$ cat src/rtl/fetch_sequencer.sv
// Front-end fetch controller: owns the PC, issues code-memory reads and hands
// fetched instructions to the delay stage over a valid/ready handshake.
module fetch_sequencer #(
  parameter int unsigned PC_WIDTH    = 8,
  parameter int unsigned INSTR_WIDTH = 8,
  parameter int unsigned COUNT_WIDTH = 6
) (
  input  logic                   clk,
  input  logic                   rst_n,
  input  logic                   start,
  input  logic                   halt,
  input  logic                   branch_mispredict,
  input  logic [PC_WIDTH-1:0]    branch_target,
  output logic                   rd_en,
  output logic [PC_WIDTH-1:0]    rd_addr,
  input  logic [INSTR_WIDTH-1:0] mem_rdata,
  output logic [INSTR_WIDTH-1:0] instr_out,
  output logic                   vld,
  input  logic                   next_rdy,
  output logic                   PC_en,
  output logic [COUNT_WIDTH-1:0] icount,
  output logic                   busy
);

  localparam logic [1:0] S_IDLE   = 2'd0;
  localparam logic [1:0] S_FETCH  = 2'd1;
  localparam logic [1:0] S_DRAIN  = 2'd2;
  localparam logic [1:0] S_HALTED = 2'd3;

  localparam logic [COUNT_WIDTH-1:0] CNT_MAX = '1;

  logic [1:0]             state_q, state_d;
  logic [PC_WIDTH-1:0]    pc_q, pc_d;
  logic                   pending_q, pending_d;
  logic [COUNT_WIDTH-1:0] icount_q, icount_d;
  logic                   handshake;
  logic [COUNT_WIDTH-1:0] icount_inc;

  // State and datapath registers
  always_ff @(posedge clk or negedge rst_n) begin
    if (!rst_n) begin
      state_q   <= S_IDLE;
      pc_q      <= '0;
      pending_q <= 1'b0;
      icount_q  <= '0;
    end else begin
      state_q   <= state_d;
      pc_q      <= pc_d;
      pending_q <= pending_d;
      icount_q  <= icount_d;
    end
  end

  assign handshake  = pending_q && next_rdy;
  assign icount_inc = (icount_q == CNT_MAX) ? icount_q : icount_q + COUNT_WIDTH'(1);

  // Next-state, issue and handshake decode
  always_comb begin
    state_d   = state_q;
    pc_d      = pc_q;
    pending_d = pending_q;
    icount_d  = icount_q;
    rd_en     = 1'b0;
    PC_en     = 1'b0;
    case (state_q)
      S_IDLE, S_HALTED: begin
        if (start) begin
          state_d   = S_FETCH;
          pc_d      = '0;
          pending_d = 1'b0;
          icount_d  = '0;
        end
      end
      S_FETCH: begin
        if (branch_mispredict) begin
          pc_d      = branch_target;
          pending_d = 1'b0;
          icount_d  = '0;
        end else if (halt) begin
          // An instruction accepted in the halt cycle leaves nothing to drain
          if (handshake || !pending_q) begin
            PC_en     = handshake;
            pending_d = 1'b0;
            icount_d  = '0;
            state_d   = S_HALTED;
          end else begin
            icount_d = icount_inc;
            state_d  = S_DRAIN;
          end
        end else if (!pending_q || next_rdy) begin
          rd_en     = 1'b1;
          PC_en     = handshake;
          pc_d      = pc_q + PC_WIDTH'(1);
          pending_d = 1'b1;
          icount_d  = '0;
        end else begin
          icount_d = icount_inc;
        end
      end
      S_DRAIN: begin
        if (branch_mispredict) begin
          pc_d      = branch_target;
          pending_d = 1'b0;
          icount_d  = '0;
          state_d   = S_FETCH;
        end else if (handshake) begin
          PC_en     = 1'b1;
          pending_d = 1'b0;
          icount_d  = '0;
          state_d   = S_HALTED;
        end else if (!pending_q) begin
          state_d = S_HALTED;
        end else begin
          icount_d = icount_inc;
        end
      end
      default: state_d = S_IDLE;
    endcase
  end

  assign rd_addr   = pc_q;
  assign vld       = pending_q;
  assign icount    = icount_q;
  assign instr_out = mem_rdata;
  assign busy      = (state_q == S_FETCH) || (state_q == S_DRAIN);

endmodule

$ cat config.mk
export PLATFORM = sky130hd
export DESIGN_NAME = fetch_sequencer
export DESIGN_NICKNAME = d
export VERILOG_FILES = /design/src/rtl/fetch_sequencer.sv
export SDC_FILE = /design/constraint.sdc
export NUM_CORES = 1
export LEC_CHECK = 0
export BUFFER_PORTS_ARGS = -buffer_cell sky130_fd_sc_hd__buf_2
export CAP_MARGIN = 20
export CORE_MARGIN = 1
export CORE_UTILIZATION = 49
export DETAILED_ROUTE_END_ITERATION = 10
export PLACE_DENSITY_LB_ADDON = 0.2
export RECOVER_POWER = 100
export SLEW_MARGIN = 20
export SYNTH_ARGS = -nofsm -noshare
export SYNTH_HDL_FRONTEND = slang
export SYNTH_SLANG_ARGS = --single-unit
$ cat constraint.sdc
create_clock -name clk -period 2.4 [get_ports clk]
set_input_delay 0.36 -clock clk [delete_from_list [all_inputs] [get_ports clk]]
set_output_delay 0.36 -clock clk [all_outputs]
set_load 0.02 [all_outputs]
==> impl_results.md, run 1 <==
* Run status: complete, no violations
* Synth cell count leaders: 17 x sky130_fd_sc_hd__dfrtp_1, 13 x sky130_fd_sc_hd__a21oi_1, 12 x sky130_fd_sc_hd__o21ai_0
* Slack of the critical path at 0.125 ns
* Max_cap viols at 0
* Worst-path fanout max at 13
* Syn Std Cell Area at 1310 um2
* Die outline height at 53.6 um
* Period minus WS final at 2.28 ns
* Overall die width at 53.6 um
* Clock transition time at the flip-flop clock pins of the worst setup and hold paths at 0.10 ns
* Final antenna-violating net count at 0
* Final GP Congestion at 0.804
* Startpoint type of the worst setup path: register
* Required time at the worst-slack endpoint at 2.04 ns
* Startpoint of the lowest-slack hold path: branch_target[4]
* Worst Hold Margin at 0.293 ns
* Final net count at 201
* DRC violation count after routing at 0
* Worst hold path class: in -> reg
* Max Clk Rate at 439 MHz
* Wire length on met2 at 1600 um
* Largest net degree at the start of global routing at 19
* Type of the setup path with the least slack: reg -> out
* Setup slack after placement at 0.428 ns
* P_leak at 0.581 nW
* Beginning of the worst register-to-register path: state_q[1]
* Max-slew violations at 0
* Met3 WL at 176 um
* Fraction of post-synthesis cell area in the top cell type by area at 0.326
* Avg Synthesized Cell Area at 8.59 um2
* Longest Clk Path Bufs at 2
* Share of async-settable or async-resettable flops after synthesis at 1.00
* Worst slew margin relative to its limit at 0.372
* Count of mapped cells out of synthesis at 152
* Area after DPL at 1400 um2
* Final wirelength at 3200 um
* Primary flip-flop cell chosen by synthesis mapping: sky130_fd_sc_hd__dfrtp_1
* First-pass GRT wire length at 4950 um
* GRT overflow at 0
* Post-Synthesis Net Count at 178
* Total non-filler cell area in the finished layout at 1400 um2
* Number of enable flip-flop cells after synthesis at 0
* Clock Tree Root: sky130_fd_sc_hd__clkbuf_4
* Vias at 1249
* GRT Util Overall at 0.243
* Area inside the core boundary at 2500 um2
* Starting DRC count in detailed routing at 53
* Peak ir drop on the vdd network at 0.000726 V
* Area contributors post-synth: sky130_fd_sc_hd__dfrtp_1 33%, sky130_fd_sc_hd__a21oi_1 5.0%, sky130_fd_sc_hd__o21ai_0 4.6%
* Count of buffers from port buffering at 31
* Finish-stage setup viols at 0
* Final setup skew at 0.000722 ns
* Post-detailed-placement half-perimeter wirelength at 2420 um
* DRT met1 WL at 1380 um
* Final Cycle Share at 0.948
* Number of buffers inserted to repair setup after CTS at 0
* Design Power at 1.46 mW
* Seq/Total Area, Yosys at 0.326
* Number of primary I/O pins at 48
* Via-per-instance ratio at 6.12
* Source of the critical timing path: state_q[1]
* H-tree depth at 1
* Count of state elements after synthesis at 17
* Most frequent cell after synthesis: sky130_fd_sc_hd__dfrtp_1
* Number of standard-cell rows in the floorplan at 18
* Slew of the pin with the lowest slew margin at 0.942 ns
* Cell taking the most area after synthesis: sky130_fd_sc_hd__dfrtp_1
* Total negative slack for setup checks at 0 ns
* Clock tree from TritonCTS: done
* Layout cells sized above 1 at 0.155
* Number of iterations in the first detailed-routing pass at 4
* Latest clock arrival within the worst-skew pair at 0.29 ns
* Finished Core Util at 0.560
* CP Capture Type: primary output
* Synth warn at 0
* CTS buffer count at 3
* Layout Cells excl Fill at 204
* Antenna violations before repair at 0
* Via count of the first global-routing pass at 1117
* Total count of hold-check failures in the final report at 0
* Die footprint at 2870 um2
* Arrival time reported for the critical path endpoint at 1.92 ns
* Final antenna diode count at 0
* Average wire per standard cell at 15.7 um
* Syn-to-layout area delta at 7.29%
* Total power density per cell area at 1040 nW/um2
* Clock tree sinks at 17
* Cell Count Post-Placement at 199
* Initial Utilization at 0.522
* Number of different library cells in the post-synthesis netlist at 50
* Highest metal layer with signal wires: met4
* Setup repair after global routing missed its margin: no
==> power by group <==
part / internal, mW / switching [mW] / leakage (nW)
combinational: 0.295 / 0.537 / 0.339
clock: 0.0647 / 0.0902 / 0.0150
sequential: 0.364 / 0.110 / 0.227
==> final timing paths <==
path	endpoint	slack, ns	cells past startpoint
max	PC_en	0.12	5
min	rd_addr[4]	0.29	2
max reg2reg	rd_addr[3]	0.22	6
min reg2reg	rd_addr[7]	0.56	1
max in group asynchronous	rd_addr[6]	1.11	2
min in group asynchronous	icount[0]	0.72	2
==> state kept, by name, summed over array words and instances, names as in the netlist <==
name	cells
rd_addr	8
icount	6
state_q	2
vld	1
==> per-layer routing <==
layer	vias to the layer above	GRT usage
met4	0	0.105
met1	594	0.296
met5	-	0
met2	49	0.425
li1	596	-
met3	10	0.0311
==> final cells by class <==
type                       count  area [um2]
timing repair buffer          32         144
multi-input combinational    111         729
inverter                      10        37.5
tap                           30        37.5
fill                         247        1100
sequential                    17         425
clock buffer                   4        26.3
==> timing repair <==
action	4_1_cts	5_1_grt
hold buffers	1	0
endpoints found under the hold margin	17	0
endpoints found under the setup margin	0	1
resized for setup	0	1
==> kinds of logic (layout without fill, tap and decap cells) <==
logic type / Yosys count / after routing / synth area share
compound gates: 52 / 52 / 0.273
xor+xnor: 3 / 3 / 0.0201
fa+ha+maj: 4 / 4 / 0.0384
buf+inv: 24 / 46 / 0.106
flops: 17 / 17 / 0.326
mux: 1 / 1 / 0.00863
simple gates: 51 / 51 / 0.227
==> layout by cell type, fill, tap and decap left out, drive strengths merged, types with 2 or more instances in the layout <==
cell type	Yosys	routed
or2	2	2
clkbuf	1	23
nor4	3	3
nor2	11	11
and3	3	3
a221o	2	2
nand3	9	9
a21o	2	2
o21ai	13	13
o31ai	4	4
inv	10	10
nand2b	5	5
dfrtp	17	17
a22oi	3	3
a21oi	13	13
o2bb2ai	4	4
buf	13	12
nand2	10	10
ha	4	4
xnor2	2	2
==> critical path: stages (launching register included) <==
cell and delay [ns]:
sky130_fd_sc_hd__dfrtp_1 0.40, sky130_fd_sc_hd__inv_1 0.08, sky130_fd_sc_hd__ha_1 0.48, sky130_fd_sc_hd__nor2_4 0.08, sky130_fd_sc_hd__nor4_1 0.35, sky130_fd_sc_hd__clkbuf_2 0.24
Power figures use the tool's default switching activity.
==> run 2, diff against run 1 <==
--- a/config.mk
+++ b/config.mk
@@ -5,6 +5,8 @@
 export SDC_FILE = /design/constraint.sdc
 export NUM_CORES = 1
 export LEC_CHECK = 0
+export ABC_AREA = 1
+export ABC_CLOCK_PERIOD_IN_PS = 2400
 export BUFFER_PORTS_ARGS = -buffer_cell sky130_fd_sc_hd__buf_2
 export CAP_MARGIN = 20
 export CORE_MARGIN = 1
==> run 2 against run 1 <==
Synthesized cell count rose by 22%. Clock-buffer cell count down 1. Non-clock buffer count unchanged. First-iteration DRC count decreased by 47%. Power fell by 2.5%. Fmax rose by 7.4%. Via count grew 3.1%. Core utilization grew 0.51 points. Sequential power down 4%. Critical endpoint is now rd_en.
==> impl_results.md, run 2 <==
* Run status: complete, no violations
* Worst slew margin relative to its limit at 0.373
* Cell at the slowest stage of the critical path: sky130_fd_sc_hd__dfrtp_1
* Slew of the pin with the lowest slew margin at 0.941 ns
* Finish-stage setup viols at 0
* H-tree depth at 1
* Most common cell after layout, fill and taps aside: sky130_fd_sc_hd__nand2_1
* Number of standard-cell rows in the floorplan at 18
* Post-Synthesis Net Count at 211
* Initial Utilization at 0.518
* GRT overflow at 0
* Clock Tree Root: sky130_fd_sc_hd__clkbuf_4
* Max-slew violations at 0
* Antenna violations before repair at 0
* GRT Util Overall at 0.226
* Count of mapped cells out of synthesis at 185
* CP Capture Type: primary output
* Fraction of post-synthesis cell area in the top cell type by area at 0.331
* Cell Count Post-Placement at 238
* Count of state elements after synthesis at 17
* DRC violation count after routing at 0
* P_leak at 0.699 nW
* Type of the setup path with the least slack: reg -> out
* Syn Std Cell Area at 1280 um2
* Post-detailed-placement half-perimeter wirelength at 2310 um
* Slowest stage delay, CP at 0.40 ns
* Die footprint at 2830 um2
* Worst Hold Margin at 0.376 ns
* Arrival time reported for the critical path endpoint at 1.76 ns
* Peak ir drop on the vdd network at 0.000540 V
* First-pass GRT wire length at 4660 um
* Area contributors post-synth: sky130_fd_sc_hd__dfrtp_1 33%, sky130_fd_sc_hd__nand2_1 14%, sky130_fd_sc_hd__o21ai_0 6.6%
* Avg Synthesized Cell Area at 6.94 um2
* Final antenna diode count at 0
* Total power density per cell area at 1020 nW/um2
* Required time at the worst-slack endpoint at 2.04 ns
* Final antenna-violating net count at 0
* Vias at 1288
* CTS Hold Buffers Added at 1
* Final wirelength at 2970 um
* Design Power at 1.42 mW
* Setup slack after placement at 0.693 ns
* Final-layout fill cell count at 266
* Latest clock arrival within the worst-skew pair at 0.29 ns
* Average wire per standard cell at 12.2 um
* Share of async-settable or async-resettable flops after synthesis at 1.00
* Count of buffers from port buffering at 31
* Total count of hold-check failures in the final report at 0
* Setup repair after global routing missed its margin: no
* Clock tree from TritonCTS: done
* Startpoint type of the worst setup path: register
* Cell taking the most area after synthesis: sky130_fd_sc_hd__dfrtp_1
* Synth warn at 0
* Total negative slack for setup checks at 0 ns
* Combined area of the multi-input logic cells at 662 um2
* Starting DRC count in detailed routing at 28
* Worst-path fanout max at 7
* Slack of the critical path at 0.282 ns
* Final net count at 240
* Max_cap viols at 0
* Crit path cell chain: inv_1, ha_1, nand2_4, or2_0, nor2_1, clkbuf_1
* Worst hold path class: in -> reg
* Storage element area at 425 um2
* Number of different library cells in the post-synthesis netlist at 26
* Most frequent cell after synthesis: sky130_fd_sc_hd__nand2_1
* Layout Cells excl Fill at 243
* Clock transition time at the flip-flop clock pins of the worst setup and hold paths at 0.11 ns
* Via-per-instance ratio at 5.30
* Seq/Total Area, Yosys at 0.331
* Primary flip-flop cell chosen by synthesis mapping: sky130_fd_sc_hd__dfrtp_1
* Longest Clk Path Bufs at 2
* Syn-to-layout area delta at 9.06%
* Clock tree sinks at 17
* Max Clk Rate at 472 MHz
* Synth cell count leaders: 49 x sky130_fd_sc_hd__nand2_1, 22 x sky130_fd_sc_hd__inv_1, 17 x sky130_fd_sc_hd__dfrtp_1, 17 x sky130_fd_sc_hd__o21ai_0, 14 x sky130_fd_sc_hd__nor2_1
* Final Cycle Share at 0.883
* Number of buffers inserted to repair setup after CTS at 0
* Final GP Congestion at 0.830
* Overall die width at 53.2 um
* Die outline height at 53.2 um
* Number of flip-flops under the largest register name at 8
* Most frequent cells in the layout: 52 x sky130_fd_sc_hd__nand2_1, 23 x sky130_fd_sc_hd__o21ai_0, 22 x sky130_fd_sc_hd__inv_1, 19 x sky130_fd_sc_hd__clkbuf_1, 17 x sky130_fd_sc_hd__dfrtp_1
* # resized after CTS at 0
* Number of enable flip-flop cells after synthesis at 0
* Area inside the core boundary at 2480 um2
* Period minus WS final at 2.12 ns
* Number of primary I/O pins at 48
* Final setup skew at 0.00179 ns
* CTS buffer count at 3
* Largest net degree at the start of global routing at 18
* Layout cells sized above 1 at 0.150
* Number of iterations in the first detailed-routing pass at 4
* Via count of the first global-routing pass at 1144
==> run 2: cell types whose count changed after synthesis, moves of 5 or more <==
cell,before,now
sky130_fd_sc_hd__nand2_1,10,49
sky130_fd_sc_hd__inv_1,10,22
sky130_fd_sc_hd__a21oi_1,13,4
sky130_fd_sc_hd__inv_2,0,5
sky130_fd_sc_hd__nand2_2,0,5
sky130_fd_sc_hd__nor2_1,9,14
sky130_fd_sc_hd__o21ai_0,12,17
sky130_fd_sc_hd__o21ai_1,1,6
==> run 2: final timing paths <==
kind / slack, ns / cells after the start / start / end
worst max-delay path: 0.28 / 6 / state_q[1] / rd_en
worst min-delay path: 0.38 / 5 / branch_target[2] / rd_addr[2]
worst max register to register: 0.41 / 9 / state_q[0] / rd_addr[5]
worst min register to register: 0.55 / 2 / rd_addr[7] / rd_addr[7]
max in group asynchronous: 1.11 / 2 / rst_n / icount[0]
min in group asynchronous: 0.72 / 2 / rst_n / rd_addr[6]
==> run 2: final cells by class <==
cell class,count,area share
Clock buffer,3,0.0161
Clock inverter,1,0.00357
Inverter,28,0.0760
Multi-Input combinational cell,132,0.473
Sequential cell,17,0.304
Tap cell,30,0.0268
Timing Repair Buffer,32,0.101
==> run 2: logic make-up (layout without fill, tap and decap cells) <==
kind of cell,after synthesis,count (layout),synth area share
buffers and inverters,36,64,0.131
flip-flops,17,17,0.331
XOR/XNOR,2,2,0.0136
adder cells (fa/ha/maj),4,4,0.0390
AND/OR/NAND/NOR,93,93,0.343
AO/OA/AOI/OAI,33,33,0.142
==> run 2: stage by stage <==
| stage | utilization | area, um2 |
|---|---|---|
| after floorplan | - | 1280 |
| after global placement | 0.572 | 1420 |
| after detailed placement | 0.572 | 1420 |
| after CTS | 0.587 | 1450 |
| after global routing | 0.565 | 1400 |
| final | 0.565 | 1400 |
==> run 2: worst max-delay path, delay by kind of cell (launching register included) <==
family	cells	cell delay [ns]
adder cells (fa/ha/maj)	1	0.32
buffers and inverters	2	0.31
flip-flops	1	0.40
AND/OR/NAND/NOR	3	0.45
==> run 2: metal layers <==
metal	track usage	vias to the layer above	part of all wire
li1	-	638	-
met1	0.260	609	0.44
met2	0.420	37	0.51
met3	0.0316	4	0.045
met4	0.0789	0	0.0064
met5	0	-	0
==> run 2: power breakdown <==
group          leakage, nW  internal (mW)  total, mW  switching, mW
Combinational        0.452          0.235      0.808          0.573
Clock               0.0177         0.0619      0.159         0.0972
Sequential           0.229          0.366      0.458         0.0915
